--- src/rtl/fwd_scoreboard.sv ---
// -----------------------------------------------------------------------------
// fwd_scoreboard
//
// Forwarding and hazard unit for the decode stage of the multi-stage pipeline.
// It keeps one record {v, rd, rdy} per post-decode stage (stage 0 = E) and
// reports, per decode read port, which stage output to forward from. It raises
// stall when the youngest producer of a source has not reached its ready
// stage, when a source is pending in the long-latency unit, or when the decode
// instruction would overwrite (WAW) a register that is still pending.
//
// Ports:
//   clk          clock, all state updates on the rising edge
//   rst          asynchronous active-high reset
//   issue_valid  decode instruction valid this cycle
//   issue_rd     decode destination register
//   issue_we     decode instruction writes issue_rd through the pipeline
//   issue_rdy    first stage index whose output carries the result
//   issue_long   decode instruction writes issue_rd via the long unit
//   rs           decode source registers, port i at [i*AW +: AW]
//   flush        kill the decode instruction (bubble into stage 0)
//   lop_done     long unit writes back lop_rd this cycle
//   lop_rd       long unit destination
//   fwd_sel      per port: 0 = regfile, k+1 = forward from stage k output
//   stall        hold F/D and insert a bubble into stage 0
//   stall_cnt    saturating count of stall cycles
//
// Decode handshake: the decode instruction is accepted on a rising edge when
// issue_valid=1, stall=0 and flush=0. stall depends only on current state and
// decode inputs; it is never asserted while issue_valid=0. A flushed
// instruction is dropped, but flush does not hide a stall.
// -----------------------------------------------------------------------------
module fwd_scoreboard #(
  parameter int NSTAGE = 3,
  parameter int NREAD  = 2,
  parameter int AW     = 5,
  parameter int SELW   = $clog2(NSTAGE + 1),
  parameter int CNTW   = 16
) (
  input  logic                  clk,
  input  logic                  rst,
  input  logic                  issue_valid,
  input  logic [AW-1:0]         issue_rd,
  input  logic                  issue_we,
  input  logic [SELW-1:0]       issue_rdy,
  input  logic                  issue_long,
  input  logic [NREAD*AW-1:0]   rs,
  input  logic                  flush,
  input  logic                  lop_done,
  input  logic [AW-1:0]         lop_rd,
  output logic [NREAD*SELW-1:0] fwd_sel,
  output logic                  stall,
  output logic [CNTW-1:0]       stall_cnt
);

  localparam int NREG = 1 << AW;

  // Per-stage in-flight write records.
  logic            rec_v   [NSTAGE];
  logic [AW-1:0]   rec_rd  [NSTAGE];
  logic [SELW-1:0] rec_rdy [NSTAGE];

  logic [NREG-1:0]  pending;
  logic [NREG-1:0]  pending_next;
  logic [AW-1:0]    src [NREAD];
  logic [NREAD-1:0] nrdy_hit;
  logic [NREAD-1:0] pend_hit;
  logic             waw_hit;
  logic             accept;
  logic             load_s0;

  for (genvar i = 0; i < NREAD; i++) begin : g_src
    assign src[i] = rs[i*AW +: AW];
  end

  // Walk stages from oldest to youngest so the youngest match overwrites any
  // older one. Register 0 never matches.
  always_comb begin
    fwd_sel  = '0;
    nrdy_hit = '0;
    pend_hit = '0;
    for (int i = 0; i < NREAD; i++) begin
      for (int k = NSTAGE - 1; k >= 0; k--) begin
        if (rec_v[k] && (rec_rd[k] == src[i]) && (src[i] != '0)) begin
          fwd_sel[i*SELW +: SELW] = SELW'(k + 1);
          // Data is not forwardable until the producer reaches stage rdy.
          nrdy_hit[i] = (SELW'(k) < rec_rdy[k]);
        end
      end
      pend_hit[i] = (src[i] != '0) && pending[src[i]];
    end
  end

  assign waw_hit = (issue_we || issue_long) && (issue_rd != '0) && pending[issue_rd];
  assign stall   = issue_valid && ((|nrdy_hit) || (|pend_hit) || waw_hit);
  assign accept  = issue_valid && !stall && !flush;
  assign load_s0 = accept && issue_we && (issue_rd != '0);

  // Clear is applied first so a same-cycle set on the same register wins.
  always_comb begin
    pending_next = pending;
    if (lop_done && (lop_rd != '0)) begin
      pending_next[lop_rd] = 1'b0;
    end
    if (accept && issue_long && (issue_rd != '0)) begin
      pending_next[issue_rd] = 1'b1;
    end
  end

  always_ff @(posedge clk or posedge rst) begin
    if (rst) begin
      for (int k = 0; k < NSTAGE; k++) begin
        rec_v[k]   <= 1'b0;
        rec_rd[k]  <= '0;
        rec_rdy[k] <= '0;
      end
      pending   <= '0;
      stall_cnt <= '0;
    end else begin
      // Records advance every cycle; the last stage simply drops off.
      for (int k = NSTAGE - 1; k >= 1; k--) begin
        rec_v[k]   <= rec_v[k-1];
        rec_rd[k]  <= rec_rd[k-1];
        rec_rdy[k] <= rec_rdy[k-1];
      end
      rec_v[0]   <= load_s0;
      rec_rd[0]  <= load_s0 ? issue_rd  : '0;
      rec_rdy[0] <= load_s0 ? issue_rdy : '0;
      pending    <= pending_next;
      if (stall && (stall_cnt != {CNTW{1'b1}})) begin
        stall_cnt <= stall_cnt + CNTW'(1);
      end
    end
  end

endmodule

--- config.mk ---
export PLATFORM = sky130hd
export DESIGN_NAME = fwd_scoreboard
export DESIGN_NICKNAME = d
export VERILOG_FILES = /design/src/rtl/fwd_scoreboard.sv
export SDC_FILE = /design/constraint.sdc
export NUM_CORES = 1
export LEC_CHECK = 0
export CAP_MARGIN = 25
export CORE_MARGIN = 10
export CORE_UTILIZATION = 51
export CTS_CLUSTER_SIZE = 12
export DETAILED_ROUTE_END_ITERATION = 6
export PLACE_DENSITY = 0.78
export SLEW_MARGIN = 20
export SYNTH_ARGS = -nofsm -noshare
export SYNTH_HDL_FRONTEND = slang
export SYNTH_SLANG_ARGS = --single-unit
export TNS_END_PERCENT = 30
--- constraint.sdc ---
create_clock -name clk -period 3.5 [get_ports clk]
set_clock_uncertainty 0.15 [all_clocks]
set_input_delay 0.7 -clock clk [delete_from_list [all_inputs] [get_ports clk]]
set_output_delay 0.7 -clock clk [all_outputs]
set_load 0.01 [all_outputs]
* Yosys cells after proc, flatten, opt, wreduce, memory -nomap -nowiden *
Index checks and enable logic that the tools add are counted.

operators by class
  muxes and demuxes = 26
  equal/unequal tests = 7
  add/sub/neg operators = 1
  $lt $le $gt $ge = 9
  reductions and logical operators = 38
  bitwise operators = 3

operators by type and width
  kind                                                  number
  two-way mux 32 bit                                    2
  AND 32 bit                                            1
  NOT 32 bit                                            1
  OR 32 bit                                             1
  == test 5 bit                                         6
  logical AND 1 bit                                     27
  < comparator 5 x 6 -> 1 bit (second input constant)   4
  nonzero test 5 bit                                    4
  adder 16 x 1 -> 16 bit (second input constant)        1
  inequality test 16 bit (second input constant)        1
  binary-select mux 1 bit (select 5 bit)                3
  two-way mux 2 bit                                     7
  two-way mux 1 bit                                     11
  demux 1 bit (select 5 bit)                            2
  >= comparator 5 x 1 -> 1 bit (second input constant)  2
  two-way mux 5 bit                                     1
  < comparator 1 x 2 -> 1 bit (first input constant)    2
  OR reduction 2 bit                                    2
  logical OR 1 bit                                      3
  zero test 1 bit                                       2
  < comparator 2 bit (first input constant)             1

word-level totals
  input port bits = 29
  output and inout port bits = 21
  register bits after elaboration = 72

* Logic depth before layout (Yosys ltp) *
Gate-level depths: netlist of the first run.

  depth after elaboration = 16
  gate-level depth with buffers = 12
  mapped depth without buffers = 8

* Least setup slack after synthesis of the first run *
OpenSTA, ideal clock, no wires.

  path kind = in2out
  start = in rs[2]
  end = out stall
  data required time = 2.650 ns
  setup slack = 0.033 ns
  arrival time = 2.617 ns
  cell stages on the path = 10
  path buffers = 3
  cells stage by stage = buf_4 -> or2_1 -> or4_1 -> o2111ai_1 -> nor3_1 -> nor4_2 -> nand4_1 -> buf_2 -> buf_6 -> and2_1

on the way
  longest elaborated chain between the ends = 10
  elaborated cells between the ends (all ways) = 21
  those cells by class = eq/ne: 3; mux: 5; reduce/logical: 13

RTL lines
  what                                line  text
  start: declaration                  46    input logic [NREAD*AW-1:0] rs,
  == test 5 bit                       83    if (rec_v[k] && (rec_rd[k] == src[i]) && (src[i] != '0)) begin
  logical AND 1 bit (2 in series)     83
  two-way mux 1 bit (3 in series)     83
  OR reduction 2 bit                  94    assign stall = issue_valid && ((|nrdy_hit) || (|pend_hit) || waw_hit);
  logical OR 1 bit (*) (2 in series)  94
  logical AND 1 bit (*)               94
  end: declaration                    51    output logic stall,

Every way passes the cells marked *; elsewhere a longest branch is shown, timed or not. The select of a mux whose other input is x is not followed.

* Worst setup path after layout of the first run *
  start = in rs[5]
  end = out stall

The elaborated chain is that of the path after synthesis.

==> impl_metrics.tcl, run 1 <==
set metrics [dict create \
    worstHoldPathType "flip-flop to flip-flop" \
    grt_max_degree 73 \
    max_freq_ghz 0.288 \
    drive_above_1_share_pct 31.9 \
    ys.warnings.count 0 \
    dp_hpwl_mm 9.64 \
    relSlewSlack_pct 39.5 \
    final_common_cell "dfrtp_1" \
    clkSinkCount 72 \
    viasPerCell 6.36 \
    synthCells 411 \
    synth_area_leaders "dfrtp_1 (41%), mux4_2 (7.2%), xnor2_1 (7.0%)" \
    postRouteAntennaNets 0 \
    nets 543 \
    place_congestion 0.995 \
    maxCapViolations 0 \
    path_max_fanout 4 \
    clk_latency_ns 0.36 \
    grtUsageTotal_pct 20.8 \
    tns_ns 0 \
    dr.first_iter.drc_count 344 \
    final_hold_viol_count 0 \
    worstSetupEndpointType "output port" \
    switching_share_pct 32.4 \
    critPathKind "input pin to output port" \
    seq_area_um2 1800 \
    synth_top_area_share_pct 41.0 \
    clkPwrFrac_pct 30.2 \
    post-route-period-util_pct 99.2 \
    die_w_um 113 \
    via_count 3962 \
    io_buffer_count 49 \
    cts_tree "yes" \
    start_kind "input pin" \
    synth.net_count 441 \
    rsz0062_at_grt "yes" \
    h-tree-depth 3 \
    die_area_um2 12700 \
    remaining_drc_errors 0 \
    clockBufferDepth 2 \
    chipHeight_um 113 \
    clock-root-buffer "clkbuf_8" \
    grt_pass1_vias 3993 \
    pin_count 50 \
    cp.required_ns 2.65 \
    cts_hold_buf 0 \
    crit_buf_inv 2 \
    start_util_pct 52.9 \
    clkTransAtPathRegs_ns 0.09 \
    synth_cell_types 51 \
    layout_common_cells "dfrtp_1 (72), buf_4 (57), xnor2_1 (30), o21ai_0 (30), clkdlybuf4s50_1 (29)" \
    ir_worst_vdd_uv 361 \
    critical_path_arrival_ns 2.62 \
    setup_viol 0 \
    synth_edf_count 0 \
    synthFlopType "dfrtp_1" \
    async_flop_share_pct 100 \
    netlist_area_um2 4390 \
    post-synth-top-area-cell "dfrtp_1" \
    status "finished, final reports clean" \
    internal-power_mw 1.43 \
    post-route-min-period_ns 3.47 \
    grt.overflow.total 0 \
    path_delay_family "multiplexers" \
    syn_area_per_cell_um2 10.7 \
    multi_input_area_um2 2630 \
    crit_chain "buf_4, mux4_2, mux2_2, nand3b_1, o21ai_2, a311oi_2, nand4_1, and2_1, buf_2" \
    slew_viol_final 0 \
    area_delta_synth_final_pct 33.8 \
    fillers 586 \
    synth_seq_area_share_pct 41.0 \
    critical_path.slowest_cell "mux4_2" \
    p_comb_share_pct 23.9 \
    p_leak_nw 2.53 \
    first_pass_iters 5 \
    row_count 33 \
    powerDensity_nw_per_um2 360 \
    ys_seq_elements 72 \
    grt_antenna_before_repair 0 \
    antenna_cells 0 \
    power_switching_mw 0.687 \
    wire_per_inst_um 21.9 \
    cts_buffers 9 \
    pwr-share-seq_pct 46.0 \
    critPathMaxStageDelay_ns 0.50 \
    tightest_slew_ns 0.907 \
    coreArea_um2 8300 \
    wirelength_mm 13.6 \
    fin_util_pct 70.8 \
    grt_pass1_wl_mm 21.6 \
]
[sequential cells by signal, summed over array words and instances, names as in the netlist]
name,flops
pending,32
rec_rd,15
rec_rdy,6
rec_v,3
stall_cnt,16
[power groups by stage]
stage                     logic, mW  registers (mW)  clock network [mW]
after global placement        0.448           0.982                   0
after CTS                     0.489           0.970               0.640
after detailed placement      0.459           0.985                   0
after floorplan               0.245           0.974                   0
final                         0.505           0.973               0.639
after global routing          0.544           0.984               0.676
[final cells by class]
cell class / instances / area share [%]
multi-input cells: 307 / 44.7
flip-flops and latches: 72 / 30.7
repair buffers: 118 / 19.0
well taps: 105 / 2.23
clock buffers: 9 / 2.11
clock inverters: 7 / 1.06
inverters: 5 / 0.319
[metrics by stage]
| step | setup WS, ns | power (mW) | std cells | hold WS [ns] | instance area, um2 |
|---|---|---|---|---|---|
| 6_report | 0.0280 | 2.12 | 623 | 0.219 | 5880 |
| 5_1_grt | -0.0457 | 2.20 | 623 | 0.232 | 5880 |
| 4_1_cts | -0.159 | 2.10 | 614 | 0.220 | 5740 |
| 3_5_place_dp | -0.824 | 1.44 | 592 | 0.200 | 5310 |
| 3_3_place_gp | -0.750 | 1.43 | 592 | 0.183 | 5310 |
| 2_1_floorplan | 0.0327 | 1.22 | 411 | 0.181 | 4390 |
[layer usage]
| layer | track usage [%] | share of wire (%) |
|---|---|---|
| met1 | 26.3 | 41 |
| met4 | 8.54 | 2.6 |
| met2 | 33.5 | 48 |
| met5 | 0 | 0 |
| met3 | 4.81 | 7.8 |
[worst paths after layout]
kind	start	endpoint	slack, ns	depth (start not counted)
worst max-delay path	rs[5]	stall	0.03	9
worst min-delay path	rec_rdy[2]	rec_rdy[0]	0.22	0
worst max register to register	pending[12]	pending[29]	0.29	9
worst min register to register	rec_rdy[2]	rec_rdy[0]	0.22	0
max in group asynchronous	rst	stall_cnt[10]	1.83	3
min in group asynchronous	rst	rec_rdy[2]	0.77	3
[kinds of logic after synthesis]
group,count (synthesis),synth area share (%)
simple gates,133,18.6
mux,40,13.2
compound gates,88,14.1
buf+inv,32,3.84
xor+xnor,45,8.97
fa+ha+maj,1,0.285
flops,72,41.0
[cell usage after synthesis (all sizes together), types with 2 or more instances]
library cell	n
nand2	14
o22ai	4
nand2b	4
nor2b	4
mux4	14
xor2	10
dfrtp	72
o221ai	6
nand4	16
xnor2	35
o311ai	2
or4	3
or3	8
or3b	5
o21ai	56
nor4	8
nand3b	12
mux2i	23
clkbuf	10
nor3	9
nor4b	2
nor2	10
nand3	17
and2	6
buf	17
inv	5
a21oi	3
and3	12
o41ai	8
a22oi	2
a311oi	2
mux2	3
[timing repair]
action / in CTS / in global routing
setup endpoints to repair: 30 / 27
cloned: 3 / 0
gates resized for setup: 44 / 57
pin swaps: 13 / 22
setup buffers: 3 / 9
No activity file was read; power rests on OpenSTA's default activity.
==> run 2: changes to the inputs <==
- ABC_AREA: unset -> 1
- CORE_UTILIZATION: 51 -> 53
- PLACE_DENSITY: 0.78 -> 0.8
==> run 2 against run 1 <==
The run now ends with DRC left. Combinational power about the same. Clock power increased by 7.7%. Final area increased by 9.2%. Worst hold slack got worse by 0.0085 ns. Critical endpoint unchanged.
==> impl_metrics.tcl, run 2 <==
set metrics [dict create \
    status "complete, but fails checks" \
    violations "DRC" \
    clock-root-buffer "clkbuf_8" \
    dp_hpwl_mm 12.3 \
    drive_above_1_share_pct 15.9 \
    setup_viol 0 \
    dp.cells 992 \
    ys_seq_elements 72 \
    antenna_cells 0 \
    max_freq_ghz 0.300 \
    rsz0062_at_grt "no" \
    cts_hold_buf 0 \
    clkSinkCount 72 \
    ys.warnings.count 0 \
    synth_most_common_cell "nand2_1" \
    grt.overflow.total 0 \
    grt_max_degree 41 \
    async_flop_share_pct 100 \
    cp.required_ns 2.65 \
    nets 905 \
    ir_worst_vdd_uv 275 \
    clkTransAtPathRegs_ns 0.08 \
    synth_top_area_share_pct 35.4 \
    die_area_um2 13900 \
    via_count 5669 \
    top_regs "pending: 32 flops, stall_cnt: 16 flops, rec_rd: 15 flops" \
    synthCells 780 \
    wirelength_mm 16.5 \
    clkPwrFrac_pct 31.9 \
    clockBufferDepth 2 \
    remaining_drc_errors 30 \
    h-tree-depth 3 \
    chipHeight_um 118 \
    rr_worst_depth 16 \
    fin_cells 1009 \
    p_leak_nw 3.19 \
    tightest_slew_ns 0.725 \
    wire_per_inst_um 16.3 \
    row_count 35 \
    pwr-share-seq_pct 44.6 \
    post-route-period-util_pct 95.3 \
    final_common_cell "nand2_1" \
    syn_area_per_cell_um2 6.53 \
    worstSetupEndpointType "output port" \
    die_w_um 118 \
    post-route-min-period_ns 3.33 \
    final_hold_viol_count 0 \
    internal-power_mw 1.43 \
    area_delta_synth_final_pct 25.9 \
    critPathKind "input pin to output port" \
    grt_antenna_before_repair 0 \
    synth_edf_count 0 \
    post-synth-top-area-cell "dfrtp_1" \
    worstHoldPathType "flip-flop to flip-flop" \
    synth.net_count 810 \
    grtUsageTotal_pct 23.6 \
    largest_register_ffs 32 \
    grt_pass1_vias 5536 \
    viasPerCell 5.62 \
    first_pass_iters 7 \
    cts_buffers 9 \
    pin_count 50 \
    powerDensity_nw_per_um2 336 \
    top_register "pending" \
    dr.first_iter.drc_count 518 \
    hold_path_depth 0 \
    layout_common_cells "nand2_1 (306), nand3_1 (76), dfrtp_1 (72), nor2_1 (71), inv_1 (62)" \
    start_kind "input pin" \
    synthFlopType "dfrtp_1" \
    cts_tree "yes" \
    slew_viol_final 0 \
    critical_path_arrival_ns 2.48 \
    postRouteAntennaNets 0 \
    p_comb_share_pct 23.5 \
    power_switching_mw 0.727 \
    start_util_pct 54.9 \
    coreArea_um2 9280 \
    path_max_fanout 4 \
    place_congestion 0.944 \
    synth_seq_area_share_pct 35.4 \
    io_buffer_count 49 \
    grt_pass1_wl_mm 27.4 \
    relSlewSlack_pct 51.6 \
    clk_latency_ns 0.36 \
    synthTopCellsByCount "nand2_1 (308), nand3_1 (76), nor2_1 (76)" \
    switching_share_pct 33.7 \
    maxCapViolations 0 \
    tns_ns 0 \
    synth_cell_types 30 \
    synth_area_leaders "dfrtp_1 (35%), nand2_1 (23%), nand3_1 (7.5%)" \
    netlist_area_um2 5100 \
]
run 2: changes by cell type after synthesis, moves of 14 or more:
cell,before,now
nand2_1,14,308
inv_1,5,67
nand3_2,0,21
xnor2_1,35,7
a22oi_1,2,16
nor2_1,10,76
mux4_2,14,0
mux2i_1,23,0
o21ai_1,17,1
nand3_1,17,76
run 2: cell families (layout without fill, tap and decap cells):
group | after synthesis | after routing | share of synthesized area [%]
compound gates | 52 | 52 | 5.94
simple gates | 535 | 535 | 46.7
fa+ha+maj | 1 | 1 | 0.245
buf+inv | 101 | 201 | 8.52
flops | 72 | 72 | 35.4
xor+xnor | 19 | 19 | 3.27
run 2: area by class of cell:
type / count / area (um2)
multi-input combinational: 607 / 2940
clock buffer: 9 / 124
sequential: 72 / 1800
fill: 813 / 2870
clock inverter: 7 / 77.6
inverter: 75 / 288
tap: 129 / 161
timing repair buffer: 110 / 1030
run 2: power groups by stage:
stage	Clock (mW)	Sequential [mW]	Combinational, mW
4_1_cts	0.699	0.957	0.499
3_5_place_dp	0	0.973	0.495
3_3_place_gp	0	0.971	0.485
6_report	0.688	0.961	0.508
2_1_floorplan	0	0.961	0.277
5_1_grt	0.729	0.968	0.563
run 2: what timing repair did:
action                                  CTS  global route
pin swaps                                 1             6
buffers inserted                          1             0
endpoints found under the setup margin    3             3
hold endpoints to repair                  0             0
resized for setup                        22            22
run 2: worst max-delay path, stage by stage:
cell           delay [ns]
dlygate4sd2_1        0.32
nor2_2               0.16
nand4_2              0.16
and2b_1              0.21
nand2_2              0.09
nand2_1              0.07
o21ai_1              0.09
nand2_1              0.08
nor2_2               0.13
nand3_4              0.09
nand2_1              0.06
inv_1                0.04
dlygate4sd2_1        0.27
run 2: final timing paths:
check / from / to / slack [ns]
worst min register to register: rec_rdy[2] / rec_rdy[0] / 0.21
max in group asynchronous: rst / pending[9] / 1.89
worst min-delay path: rec_rdy[2] / rec_rdy[0] / 0.21
min in group asynchronous: rst / rec_rd[10] / 0.65
worst max register to register: rec_rd[13] / pending[6] / 0.92
worst max-delay path: rs[0] / stall / 0.17
run 2: stage by stage:
stage / cell area (um2) / power (mW) / utilization (%) / hold WS (ns) / setup WS [ns]
2_1_floorplan: 5100 / 1.24 / - / 0.181 / 0.522
3_5_place_dp: 6120 / 1.47 / 66.0 / 0.196 / -0.406
5_1_grt: 6420 / 2.26 / 69.1 / 0.228 / 0.0210
6_report: 6420 / 2.16 / 69.1 / 0.210 / 0.166
4_1_cts: 6360 / 2.16 / 68.5 / 0.214 / 0.000846
3_3_place_gp: 6120 / 1.46 / 66.0 / 0.188 / -0.367
run 2: routing by layer:
metal	up-vias	global-route usage (%)	share of wire, %
li1	2689	-	-
met1	2607	29.7	41
met2	315	38.6	47
met3	58	4.99	8.6
met4	0	9.58	3.1
met5	-	0	0
==> run 3: changes to the inputs <==
- CTS_CLUSTER_DIAMETER: unset -> 100
==> results of run 3 <==
Final layout, timing and power as in run 2 (identical DEF).
